<file path="config.mk">
export PLATFORM = sky130hd
export DESIGN_NAME = fetch_stage
export DESIGN_NICKNAME = d
export VERILOG_FILES = /design/src/rtl/fetch_pkg.sv /design/src/rtl/fetch_queue.sv /design/src/rtl/fetch_stage.sv
export SDC_FILE = /design/constraint.sdc
export NUM_CORES = 1
export LEC_CHECK = 0
export CAP_MARGIN = 20
export CORE_MARGIN = 2
export CORE_UTILIZATION = 51
export CTS_CLUSTER_SIZE = 14
export DETAILED_ROUTE_END_ITERATION = 10
export GPL_ROUTABILITY_DRIVEN = 1
export PLACE_DENSITY = 0.81
export SETUP_SLACK_MARGIN = 0.05
export SLEW_MARGIN = 20
export SYNTH_ARGS = -nofsm -noshare
export SYNTH_HDL_FRONTEND = slang
export SYNTH_SLANG_ARGS = --single-unit
</file>
<file path="constraint.sdc">
create_clock -name clk -period 5.1 [get_ports clk]
set_clock_uncertainty 0.05 [all_clocks]
set_input_delay 1.02 -clock clk [delete_from_list [all_inputs] [get_ports clk]]
set_output_delay 1.02 -clock clk [all_outputs]
set_load 0.02 [all_outputs]
</file>
<file path="src/rtl/fetch_pkg.sv">
// Shared constants and types for the instruction fetch stage.
package fetch_pkg;

    localparam int unsigned INSTR_W    = 16;
    localparam int unsigned PKG_ADDR_W = 16;
    localparam logic [4:0]  OPC_HALT   = 5'b00000;

    // Queue entry layout at the default 16-bit address width.
    typedef struct packed {
        logic [INSTR_W-1:0]    instr;
        logic [PKG_ADDR_W-1:0] pc;
        logic [PKG_ADDR_W-1:0] pc_plus2;
    } fq_entry_t;

    typedef enum logic {
        FETCHING = 1'b0,
        HALTED   = 1'b1
    } fetch_state_e;

endpackage

</file>
<file path="src/rtl/fetch_queue.sv">
// Circular FIFO holding fetched entries; flush empties it, head reads zero when empty.
module fetch_queue #(
    parameter int unsigned DEPTH = 2,
    parameter int unsigned WIDTH = 48
) (
    input  logic             clk_i,
    input  logic             rst_ni,
    input  logic             push_i,
    input  logic             pop_i,
    input  logic             flush_i,
    input  logic [WIDTH-1:0] data_i,
    output logic [WIDTH-1:0] head_o,
    output logic             full_o,
    output logic             empty_o
);

    localparam int unsigned PW = $clog2(DEPTH);

    logic [WIDTH-1:0] mem_q [DEPTH];
    logic [PW-1:0]    rd_q, rd_d;
    logic [PW-1:0]    wr_q, wr_d;
    logic [PW:0]      cnt_q, cnt_d;
    logic             do_push, do_pop;

    assign full_o  = (cnt_q == (PW+1)'(DEPTH));
    assign empty_o = (cnt_q == '0);
    assign do_push = push_i && !full_o;
    assign do_pop  = pop_i && !empty_o;
    assign head_o  = empty_o ? '0 : mem_q[rd_q];

    always_comb begin
        rd_d  = rd_q;
        wr_d  = wr_q;
        cnt_d = cnt_q;
        if (flush_i) begin
            rd_d  = '0;
            wr_d  = '0;
            cnt_d = '0;
        end else begin
            if (do_push) wr_d = wr_q + 1'b1;
            if (do_pop)  rd_d = rd_q + 1'b1;
            unique case ({do_push, do_pop})
                2'b10:   cnt_d = cnt_q + 1'b1;
                2'b01:   cnt_d = cnt_q - 1'b1;
                default: cnt_d = cnt_q;
            endcase
        end
    end

    always_ff @(posedge clk_i or negedge rst_ni) begin
        if (!rst_ni) begin
            rd_q  <= '0;
            wr_q  <= '0;
            cnt_q <= '0;
        end else begin
            rd_q  <= rd_d;
            wr_q  <= wr_d;
            cnt_q <= cnt_d;
        end
    end

    // Payload storage needs no reset: the head is masked while the queue is empty.
    always_ff @(posedge clk_i) begin
        if (do_push && !flush_i) mem_q[wr_q] <= data_i;
    end

endmodule

</file>
<file path="src/rtl/fetch_stage.sv">
// Instruction fetch stage: PC, HALT tracking, redirect handling and a small fetch queue to decode.
module fetch_stage
    import fetch_pkg::*;
#(
    parameter int unsigned           ADDR_WIDTH = 16,
    parameter logic [ADDR_WIDTH-1:0] RESET_PC   = '0,
    parameter int unsigned           FQ_DEPTH   = 2
) (
    input  logic                  clk,
    input  logic                  rst,
    output logic [ADDR_WIDTH-1:0] imem_addr,
    output logic                  imem_en,
    input  logic [INSTR_W-1:0]    imem_data,
    input  logic                  redirect_valid,
    input  logic [ADDR_WIDTH-1:0] redirect_pc,
    output logic                  out_valid,
    input  logic                  out_ready,
    output logic [INSTR_W-1:0]    out_instr,
    output logic [ADDR_WIDTH-1:0] out_pc,
    output logic [ADDR_WIDTH-1:0] out_pc_plus2,
    output logic                  halted,
    output logic                  align_err
);

    localparam int unsigned EW = INSTR_W + 2 * ADDR_WIDTH;

    logic [ADDR_WIDTH-1:0] pc_q, pc_d;
    logic [ADDR_WIDTH-1:0] pc_plus2;
    fetch_state_e          state_q, state_d;
    logic                  align_err_q, align_err_d;
    logic                  fetch, is_halt;
    logic                  fq_full, fq_empty, fq_pop;
    logic [EW-1:0]         fq_head;

    assign pc_plus2 = pc_q + ADDR_WIDTH'(2);
    assign is_halt  = (imem_data[INSTR_W-1 -: 5] == OPC_HALT);
    // Fetch ignores out_ready so there is no combinational ready-to-memory path.
    assign fetch    = (state_q == FETCHING) && !redirect_valid && !fq_full;
    assign imem_en  = fetch && rst;
    assign imem_addr = pc_q;
    assign halted    = (state_q == HALTED);
    assign align_err = align_err_q;
    assign out_valid = !fq_empty;
    assign fq_pop    = out_valid && out_ready;

    assign {out_instr, out_pc, out_pc_plus2} = fq_head;

    always_comb begin
        pc_d        = pc_q;
        state_d     = state_q;
        align_err_d = 1'b0;
        if (redirect_valid) begin
            pc_d        = {redirect_pc[ADDR_WIDTH-1:1], 1'b0};
            state_d     = FETCHING;
            align_err_d = redirect_pc[0];
        end else if (fetch) begin
            pc_d = pc_plus2;
            if (is_halt) state_d = HALTED;
        end
    end

    always_ff @(posedge clk or negedge rst) begin
        if (!rst) begin
            pc_q        <= RESET_PC;
            state_q     <= FETCHING;
            align_err_q <= 1'b0;
        end else begin
            pc_q        <= pc_d;
            state_q     <= state_d;
            align_err_q <= align_err_d;
        end
    end

    fetch_queue #(
        .DEPTH (FQ_DEPTH),
        .WIDTH (EW)
    ) u_fetch_queue (
        .clk_i   (clk),
        .rst_ni  (rst),
        .push_i  (imem_en),
        .pop_i   (fq_pop),
        .flush_i (redirect_valid),
        .data_i  ({imem_data, pc_q, pc_plus2}),
        .head_o  (fq_head),
        .full_o  (fq_full),
        .empty_o (fq_empty)
    );

endmodule

</file>
# ---- Yosys cells after proc, flatten, opt, wreduce, memory -nomap -nowiden
# Memories as Yosys holds them, arrays and structs flattened.
# Cells that the tools add are included.
dict set report word_totals {
  memories 1
  register_bits 22
  latchBits 0
  inputBits 36
  word_cells 49
  mem_bits_ro 0
  mem_bits_rw 96
  out_inout_bits 68
}
# name words word_bits read_ports rd_ports_with_merged_regs wr line
set memory_table {}
lappend memory_table {u_fetch_queue.mem_q 2 48 1 0 1 fetch_queue.sv:19} ;# logic [WIDTH-1:0] mem_q [DEPTH];
dict set report op_classes {
  n_lt_le_gt_ge 0
  shift 0
  n_eq_ne 3
  mux 15
  mul 0
  add_sub_neg 5
  reduce_logical 18
  div 0
  n_bitwise 1
}
# operator n
set ops {}
lappend ops {{2-to-1 mux 48 bit} 1}
lappend ops {{2-to-1 mux 16 bit} 2}
lappend ops {{adder 16 x 2 -> 16 bit (second input constant)} 1}
lappend ops {{2-to-1 mux 1 bit} 10}
lappend ops {{nonzero test 2 bit} 4}
lappend ops {{logical AND 1 bit} 7}
lappend ops {{zero test 5 bit} 1}
lappend ops {{== test 2 bit (second input constant)} 2}
lappend ops {{case mux 2 bit (2 select lines)} 1}
lappend ops {{zero test 1 bit} 3}
lappend ops {{nonzero test 3 bit} 1}
lappend ops {{adder 1 bit (second input constant)} 2}
lappend ops {{adder 2 x 1 -> 2 bit (second input constant)} 1}
lappend ops {{== test 2 x 1 -> 1 bit (second input constant)} 1}
lappend ops {{zero test 2 bit} 1}
lappend ops {{2-to-1 mux 2 bit} 1}
lappend ops {{AND reduction 2 bit} 1}
lappend ops {{subtractor 2 x 1 -> 2 bit (second input constant)} 1}
lappend ops {{inverter 1 bit} 1}

# ---- Logic depth before layout (Yosys ltp)
# Gate-level depths: netlist of the first run.
dict set report logic_depth {
  ltp_word 8
  mapped_depth 6
  ltp_nobuf 5
}

# ---- Hierarchy
# From an unflattened synthesis of the first run, not the netlist that was laid out.
dict set report hier_totals {
  hier_cells 366
  hier_area_um2 5037.3
}
# mod n_inst seq_area_each_um2 cells_each area_each_um2
set modules_own_cells {}
lappend modules_own_cells {fetch_queue 1 2982.9 228 3813.7}
lappend modules_own_cells {fetch_stage 1 425.4 138 1223.7}

# ---- Least setup slack after synthesis of the first run
# OpenSTA, ideal clock, no wires.
dict set report synth_path {
  path_type {input -> register}
  start {in redirect_valid}
  end {mem u_fetch_queue.mem_q[0][10], enable pin}
  t_arrival_ns 4.210
  slack_ns 0.385
  setup_ns 0.455
  stages 2
  required_ns 4.595
  path_buffers 0
  path_cell_list {nor4b_1 nor2b_1}
}
dict set report synth_via {
  elab_chain_len 8
}
# element line
set synth_lines {}
lappend synth_lines {{start: declaration} fetch_stage.sv:14} ;# input logic redirect_valid,
lappend synth_lines {{zero test 1 bit *} {fetch_queue.sv:64, fetch_stage.sv:38}}
lappend synth_lines {{logical AND 1 bit (2 in series)} fetch_stage.sv:38} ;# assign fetch = (state_q == FETCHING) && !redirect_valid && !fq_full;
lappend synth_lines {{logical AND 1 bit} fetch_stage.sv:39} ;# assign imem_en = fetch && rst;
lappend synth_lines {{logical AND 1 bit} fetch_queue.sv:27} ;# assign do_push = push_i && !full_o;
lappend synth_lines {{logical AND 1 bit *} fetch_queue.sv:64} ;# if (do_push && !flush_i) mem_q[wr_q] <= data_i;
lappend synth_lines {{2-to-1 mux 1 bit *} fetch_queue.sv:64}
lappend synth_lines {{2-to-1 mux 1 bit (not written as such) *} fetch_queue.sv:64}
lappend synth_lines {{end: declaration} fetch_queue.sv:19}
# Mark *: on every way between the ends. The rest lies on a longest branch, timed or not.

# ---- Worst setup path after layout of the first run
dict set report layout_path {
  start {reg u_fetch_queue.rd_q}
  end {out out_instr[4]}
}
dict set report layout_via {
  elab_chain_len 2
}
# element line
set layout_lines {}
lappend layout_lines {{start: declaration} fetch_queue.sv:20} ;# logic [PW-1:0] rd_q, rd_d;
lappend layout_lines {{start signal: assignment} fetch_queue.sv:56} ;# rd_q <= rd_d;
lappend layout_lines {{memory (2 x 48 bit)} --}
lappend layout_lines {{2-to-1 mux 48 bit} fetch_queue.sv:29} ;# assign head_o = empty_o ? '0 : mem_q[rd_q];
lappend layout_lines {{end: declaration} fetch_stage.sv:18} ;# output logic [INSTR_W-1:0] out_instr,
# Every way passes these cells.

==> impl_metrics.json, run 1 <==
{
  "postCtsResizedCells": 0,
  "drt_first_pass_iters": 4,
  "r2r_setup_slack_ps": 2450,
  "overflow": 0,
  "grt_pass1_wl_um": 15600,
  "synth.most_common_cell": "edfxtp_1",
  "start_kind": "register",
  "cts_setup_buffers": 0,
  "synth_area_um2": 4830,
  "crit_fanout": 35,
  "fillers": 650,
  "whs_ps": 438,
  "drt-total-wl_um": 10100,
  "worst_slew_pin_slew_ps": 1080,
  "drt-initial-drc-count": 174,
  "die_w_um": 101,
  "cpMaxStageDelayCell": "dfrtp_2",
  "multi_input_area_um2": 1430,
  "cts_hold_buffers": 0,
  "ys_warn_count": 0,
  "fp-row-count": 35,
  "max_cap_violations": 0,
  "clk_latency_ps": 510,
  "antennaDiodeCount": 0,
  "route.detailed.wl_per_inst_um": 17.4,
  "synth_largest_area_cell": "edfxtp_1",
  "htree_levels": 4,
  "area_growth_pct": 34.4,
  "finalCritPeriodShare": 0.763,
  "cp_data_required_time_ps": 4030,
  "drv_slew": 0,
  "rsz0062_at_grt": "no",
  "port_buffers": 100,
  "grt_max_degree": 48,
  "antenna_found_initial": 0,
  "root_buffer": "clkbuf_8",
  "synth-seq-area-share": 0.681,
  "hpwl_um": 6330,
  "fin_ws_ps": 1210,
  "initial_core_util": 0.525,
  "synth_cell_types": 39,
  "gp_congestion": 0.775,
  "critPathCaptureType": "primary output",
  "via_per_inst": 5.50,
  "powerDensity_nw_per_um2": 396,
  "finalSetupTns_ps": 0,
  "vias": 3205,
  "cts_tree": "built",
  "layout.nets": 496,
  "synth.top_cell.area_share": 0.572,
  "outcome": "completed",
  "worstPathArrival_ps": 2820,
  "cts.path.max_buffers": 2,
  "ys.flop_type": "edfxtp_1",
  "hold_class": "reg -> reg",
  "drive_gt1_frac": 0.0890,
  "peakVddDrop_v": 0.000230,
  "p_leak_nw": 2.26,
  "synth_common_cells": "edfxtp_1 (92), nor2_1 (60), mux2i_1 (48)",
  "dieArea_um2": 10300,
  "seq_area_um2": 3290,
  "synth.area.top_cells": "edfxtp_1 (57%), dfrtp_1 (11%), mux2i_1 (10%)",
  "clkSlewWorstSetupHoldPaths_ps": 60,
  "grt_pass1_vias": 3201,
  "clock_sinks": 113,
  "numCtsBuffers": 17,
  "relSlewSlack": 0.278,
  "critPathMaxStageDelay_ps": 1070,
  "die_h_um": 101,
  "cp_cell_sequence": "buf_4 > mux2i_1 > nor2_1 > clkdlybuf4s50_1",
  "hold_viol": 0,
  "yosys_register_bits": 113,
  "setup_viol": 0,
  "syn_inst": 356,
  "synthArstFlopShare": 0.186,
  "synth_edf_count": 92,
  "antenna_left": 0,
  "fmax_mhz": 257,
  "crit_type": "reg -> out",
  "io_pins": 104,
  "grt_use_total": 0.205,
  "syn_area_per_cell_um2": 13.6,
  "core_um2": 9200,
  "finalWorstPathRequiredPeriod_ps": 3890,
  "drc": 0,
  "place_ws_ps": 1230
}
-- critical path, delay by kind of cell (launching register included) --
family	cells	cell delay (ps)
buffers and inverters	2	1000
flip-flops	1	1070
AND/OR/NAND/NOR	1	100
multiplexers	1	110
-- metrics by stage --
step	instances	instance area [µm²]	power, W	utilization
after global routing	583	6490	0.00265	0.705
after detailed placement	550	5910	0.00149	0.642
after CTS	582	6470	0.00258	0.703
after global placement	550	5910	0.00148	0.642
after floorplan	358	4830	0.00132	-
final	583	6490	0.00257	0.705
-- layout by cell type (no fill, tap or decap), drive strengths merged, types with 2 or more instances in the layout --
| master | n |
|---|---|
| a21oi | 3 |
| a221o | 2 |
| a31oi | 3 |
| and2 | 4 |
| and4 | 2 |
| buf | 5 |
| bufinv | 2 |
| clkbuf | 17 |
| clkdlybuf4s50 | 100 |
| clkinv | 8 |
| clkinvlp | 4 |
| conb | 3 |
| dfrtp | 21 |
| edfxtp | 92 |
| inv | 6 |
| mux2i | 48 |
| nand2 | 17 |
| nand2b | 2 |
| nand3 | 3 |
| nand4 | 5 |
| nor2 | 60 |
| nor2b | 3 |
| nor3 | 4 |
| nor3b | 2 |
| nor4 | 6 |
| nor4b | 2 |
| o21ai | 12 |
| o31ai | 2 |
| or2 | 2 |
| or4 | 2 |
| xnor2 | 16 |
| xor2 | 8 |
-- metal layers --
metal  share of wire  vias up  GRT usage
li1                -     1494          -
met1            0.42     1591      0.247
met2            0.51       99      0.345
met3           0.047       21     0.0566
met4           0.021        0     0.0946
met5               0        -          0
-- report_power, final --
part	internal, W	switching [W]
logic	0.000171	0.000182
registers	0.00106	0.0000617
clock network	0.000688	0.000403
-- cells by family (layout without fill, tap and decap cells) --
family,Yosys count,in the layout,synth area share
other,1,3,0.000777
multiplexers,48,48,0.0996
adder cells (fa/ha/maj),1,1,0.00259
AO/OA/AOI/OAI,24,24,0.0298
buffers and inverters,28,142,0.0272
flip-flops,113,113,0.681
XOR/XNOR,24,24,0.0436
AND/OR/NAND/NOR,117,117,0.115
-- final timing paths --
check | depth (start not counted) | startpoint | endpoint
setup reg to reg | 4 | u_fetch_queue.cnt_q[1] | u_fetch_queue.mem_q[0][19]
min in group asynchronous | 2 | rst | u_fetch_queue.wr_q
hold reg to reg | 0 | imem_addr[14] | u_fetch_queue.mem_q[1][30]
hold / removal | 0 | imem_addr[14] | u_fetch_queue.mem_q[1][30]
max in group asynchronous | 2 | rst | u_fetch_queue.rd_q
setup / recovery | 4 | u_fetch_queue.rd_q | out_instr[4]
-- flip-flops by register name, summed over array words and instances (netlist names) --
signal               cells
halted                   1
u_fetch_queue.cnt_q      2
imem_addr               15
align_err                1
u_fetch_queue.mem_q     92
u_fetch_queue.rd_q       1
u_fetch_queue.wr_q       1
-- cell type report --
type | count | area share
well taps | 111 | 0.0214
inverters | 5 | 0.00289
flip-flops and latches | 113 | 0.507
multi-input cells | 217 | 0.221
clock buffers | 17 | 0.0638
clock inverters | 15 | 0.0222
repair buffers | 105 | 0.162
Note: power is estimated with default switching activity, not from simulation.
==> run 2: changes to the inputs <==
Settings changed: CORE_UTILIZATION 51 to 46, PLACE_DENSITY 0.81 to 0.77.
Clock period 5.1 ns to 3.22 ns, I/O delays scaled along.
==> run 2 against run 1 <==
Wire length is 1.0% higher. Combinational power is 66% higher. Power is 62% higher. Flip-flop and latch count stayed put. Critical path type unchanged. Clock-buffer cell count is 1 higher. Worst setup slack worse by 940 ps. Global-route usage is 1.4 points lower. Utilization is 6.4 points lower. Register-to-register slack worse by 1400 ps. Largest power group is now the clock network. Die area is 10% higher. Sequential share of layout area is 0.83 points lower. Cell count is 5.5% higher.
==> impl_metrics.json, run 2 (synthesized netlist as in run 1, its figures left out) <==
{
  "die_w_um": 106,
  "timing.rr.start": "imem_addr[2]",
  "fillers": 798,
  "fin_area_um2": 6600,
  "path_buf_inv": 3,
  "htree_levels": 4,
  "drt-total-wl_um": 10200,
  "cts_setup_buffers": 0,
  "p_seq_frac": 0.424,
  "critPathCaptureType": "primary output",
  "powerDensity_nw_per_um2": 630,
  "whs_ps": 456,
  "finalCritPeriodShare": 0.917,
  "gp_congestion": 0.815,
  "clkPwrFrac": 0.435,
  "finalWorstPathRequiredPeriod_ps": 2950,
  "peakVddDrop_v": 0.000342,
  "cpMaxStageDelayCell": "clkdlybuf4s50_1",
  "outcome": "completed",
  "fp-row-count": 37,
  "setup_viol": 0,
  "place_area_um2": 6010,
  "max_cap_violations": 0,
  "place_ws_ps": 327,
  "cts_hold_buffers": 0,
  "power.internal_w": 0.00313,
  "io_pins": 104,
  "layout.nets": 503,
  "fin_ws_ps": 268,
  "final_cell_mix": "clkdlybuf4s50_1 (100), edfxtp_1 (92), nor2_1 (59)",
  "critPathMaxStageDelay_ps": 550,
  "overflow": 0,
  "drv_slew": 0,
  "cp_data_required_time_ps": 2530,
  "rsz0062_at_grt": "no",
  "finalSetupTns_ps": 0,
  "hold_viol": 0,
  "route.detailed.wl_per_inst_um": 16.6,
  "via_per_inst": 5.14,
  "p_sw_frac": 0.246,
  "crit_fanout": 33,
  "port_buffers": 100,
  "vias": 3163,
  "hold_class": "reg -> reg",
  "hp-start": "imem_addr[14]",
  "share_comb_of_total_power": 0.141,
  "worstPathArrival_ps": 2260,
  "grt_pass1_vias": 3178,
  "root_buffer": "clkbuf_8",
  "final_common_cell": "clkdlybuf4s50_1",
  "postCtsResizedCells": 0,
  "drt_first_pass_iters": 4,
  "numCtsBuffers": 17,
  "antenna_left": 0,
  "initial_core_util": 0.470,
  "cts.path.max_buffers": 2,
  "crit_type": "reg -> out",
  "grt_use_total": 0.191,
  "dieArea_um2": 11300,
  "start_kind": "register",
  "crit_family": "buffers and inverters",
  "clk_latency_ps": 500,
  "fmax_mhz": 339,
  "grt_max_degree": 34,
  "drive_gt1_frac": 0.102,
  "die_h_um": 106,
  "antennaDiodeCount": 0,
  "cp_cell_sequence": "nor2_4 > buf_12 > inv_1 > clkdlybuf4s50_1",
  "startpoint": "u_fetch_queue.cnt_q[1]",
  "grt_pass1_wl_um": 16200,
  "core_um2": 10300,
  "p_sw_w": 0.00102,
  "hpwl_um": 6740,
  "p_leak_nw": 2.31,
  "largest_reg_flops": 92,
  "area_growth_pct": 36.7,
  "antenna_found_initial": 0,
  "drc": 0,
  "clkSlewWorstSetupHoldPaths_ps": 60,
  "drt-initial-drc-count": 255,
  "clock_sinks": 113,
  "regMostFlops": "u_fetch_queue.mem_q",
  "cts_tree": "built"
}
run 2: cell types whose count changed in the layout (fill, tap and decap cells not counted), sizes merged:
cell | previous run | this run
clkinv | 8 | 9
buf | 5 | 12
bufinv | 2 | 3
clkbuf | 17 | 18
clkinvlp | 4 | 1
run 2: area by class of cell:
class / instances / area (µm²) / share of cell area
sequential: 113 / 3290 / 0.499
multi-input combinational: 217 / 1430 / 0.217
timing repair buffer: 112 / 1100 / 0.167
clock buffer: 18 / 418 / 0.0634
tap: 136 / 170 / 0.0258
clock inverter: 14 / 165 / 0.0250
inverter: 5 / 18.8 / 0.00285
run 2: power by group through the flow:
| stage | logic [W] | clock network (W) | registers (W) |
|---|---|---|---|
| floorplan | 0.000311 | 0 | 0.00178 |
| global placement | 0.000580 | 0 | 0.00178 |
| detailed placement | 0.000589 | 0 | 0.00179 |
| CTS | 0.000592 | 0.00183 | 0.00176 |
| global route | 0.000631 | 0.00190 | 0.00177 |
| finish | 0.000586 | 0.00181 | 0.00176 |
run 2: worst paths after layout:
check / end / slack [ps] / depth (start not counted)
hold reg to reg: u_fetch_queue.mem_q[1][30] / 460 / 0
min in group asynchronous: imem_addr[9] / 470 / 2
hold / removal: u_fetch_queue.mem_q[1][30] / 460 / 0
setup reg to reg: imem_addr[15] / 1020 / 5
setup / recovery: out_valid / 270 / 4
max in group asynchronous: u_fetch_queue.rd_q / 2410 / 2
run 2: per-stage QoR:
step,instances,power (W),util
floorplan,358,0.00210,-
global placement,583,0.00236,0.585
detailed placement,583,0.00238,0.585
CTS,615,0.00419,0.642
global route,615,0.00430,0.642
finish,615,0.00416,0.642
run 2: routing by layer:
layer	routed length, µm	GRT usage
met1	4450	0.238
met2	5110	0.323
met3	555	0.0570
met4	108	0.0575
met5	0	0
==> run 3: changes to the inputs <==
Settings changed: CORE_MARGIN 2 to unset.
==> run 3 against run 2 <==
Fmax decreased by 1.6%. First-iteration DRC count down 27%. Die area decreased by 3.7%. Cell count unchanged. Combinational power decreased by 1%. Worst setup slack lost 47 ps. Critical endpoint is now out_pc_plus2[15].
==> impl_metrics.json, run 3 (synthesized netlist as in run 1, its figures left out) <==
{
  "cts.path.max_buffers": 2,
  "drt_first_pass_iters": 7,
  "grt_util_met3": 0.0357,
  "final_cell_mix": "clkdlybuf4s50_1 (100), edfxtp_1 (92), nor2_1 (59)",
  "startpoint": "u_fetch_queue.cnt_q[1]",
  "io_pins": 104,
  "hold_class": "in -> async",
  "route.detailed.wl_per_inst_um": 16.1,
  "via_per_inst": 5.07,
  "grtUsageMet1": 0.241,
  "die_h_um": 104,
  "cp_data_required_time_ps": 2530,
  "numCtsBuffers": 17,
  "cts_hold_buffers": 0,
  "clock_sinks": 113,
  "max_cap_violations": 0,
  "grt_use_total": 0.191,
  "postCtsResizedCells": 0,
  "p_leak_nw": 2.29,
  "initial_core_util": 0.472,
  "start_kind": "register",
  "root_buffer": "clkbuf_8",
  "fp-row-count": 37,
  "crit_type": "reg -> out",
  "hold_viol": 0,
  "port_buffers": 100,
  "grt_pass1_vias": 3133,
  "dieArea_um2": 10900,
  "antenna_left": 0,
  "core_um2": 10200,
  "timing.rr.start": "imem_addr[1]",
  "layout.nets": 503,
  "grt_max_degree": 36,
  "area_growth_pct": 36.1,
  "outcome": "completed",
  "critPathCaptureType": "primary output",
  "grt_pass1_wl_um": 15600,
  "rsz0062_at_grt": "no",
  "drt-initial-drc-count": 187,
  "use_met2": 0.316,
  "place_inst": 583,
  "r2r.worst_path.cells": 5,
  "cts_tree": "built",
  "peakVddDrop_v": 0.000343,
  "die_w_um": 104,
  "finalSetupTns_ps": 0,
  "gp_congestion": 0.822,
  "cts_setup_buffers": 0,
  "final_common_cell": "clkdlybuf4s50_1",
  "crit_fanout": 19,
  "r2r-end": "imem_addr[15]",
  "drv_slew": 0,
  "hpwl_um": 6680,
  "htree_levels": 4,
  "fmax_mhz": 333,
  "setup_viol": 0,
  "antennaDiodeCount": 0,
  "drt-total-wl_um": 9920,
  "drive_gt1_frac": 0.0960,
  "regMostFlops": "u_fetch_queue.mem_q",
  "antenna_found_initial": 0,
  "post_layout_nonfiller_instances": 615,
  "drc": 0,
  "busiest_layer": "met2",
  "worstPathArrival_ps": 2310,
  "clk_latency_ps": 500,
  "r2r_setup_slack_ps": 980,
  "overflow": 0,
  "powerDensity_nw_per_um2": 612,
  "vias": 3120,
  "finalCritPeriodShare": 0.931,
  "finalWorstPathRequiredPeriod_ps": 3000,
  "clkSlewWorstSetupHoldPaths_ps": 60,
  "largest_reg_flops": 92,
  "critPathCapture": "out_pc_plus2[15]"
}
## run 3: cell types whose count changed in the layout (fill, tap and decap cells not counted)
| cell | previous run | this run |
|---|---|---|
| clkinv_4 | 4 | 1 |
| clkinv_1 | 1 | 3 |
| buf_12 | 1 | 2 |
| buf_4 | 11 | 10 |
| bufinv_16 | 3 | 2 |
| clkbuf_1 | 1 | 2 |
| clkinv_2 | 4 | 5 |
| clkinvlp_4 | 1 | 2 |
| inv_6 | 1 | 0 |
## run 3: layer usage
layer | wire length, µm | share of wire
met1 | 4320 | 0.44
met2 | 4930 | 0.50
met3 | 530 | 0.053
met4 | 131 | 0.013
met5 | 0 | 0
## run 3: cell type report
class                      instances  area (µm²)
timing repair buffer             112        1120
inverter                           5        18.8
tap                              136         170
clock inverter                    13         120
clock buffer                      19         422
fill                             780        3660
multi-input combinational        217        1430
sequential                       113        3290
## run 3: power by group
group	internal [W]	switching (W)	leakage, nW
registers	0.00169	0.0000847	1.10
logic	0.000275	0.000304	0.925
clock network	0.00108	0.000589	0.264
total	0.00304	0.000978	2.29
## run 3: critical path, cell delays in order, from the launching register on
cell and delay (ps):
dfrtp_1 450, nor2_4 440, buf_4 300, nor2_1 70
clkdlybuf4s50_1 550
## run 3: worst min path at each step
stage | cells after the start | endpoint | startpoint
CTS | 2 | u_fetch_queue.wr_q | rst
finish | 2 | imem_addr[9] | rst
global route | 2 | u_fetch_queue.wr_q | rst
floorplan | 0 | align_err | rst
global placement | 0 | u_fetch_queue.mem_q[0][30] | imem_addr[14]
detailed placement | 0 | u_fetch_queue.mem_q[1][30] | imem_addr[14]
## run 3: stage by stage
step | setup slack (ps) | util | hold WS (ps) | area [µm²] | power (W)
2_1_floorplan | 137 | - | 298 | 4840 | 0.00210
3_3_place_gp | 394 | 0.589 | 469 | 6020 | 0.00236
3_5_place_dp | 374 | 0.589 | 478 | 6020 | 0.00238
4_1_cts | 177 | 0.642 | 466 | 6570 | 0.00405
5_1_grt | 92.4 | 0.642 | 500 | 6570 | 0.00417
6_report | 221 | 0.642 | 470 | 6570 | 0.00402
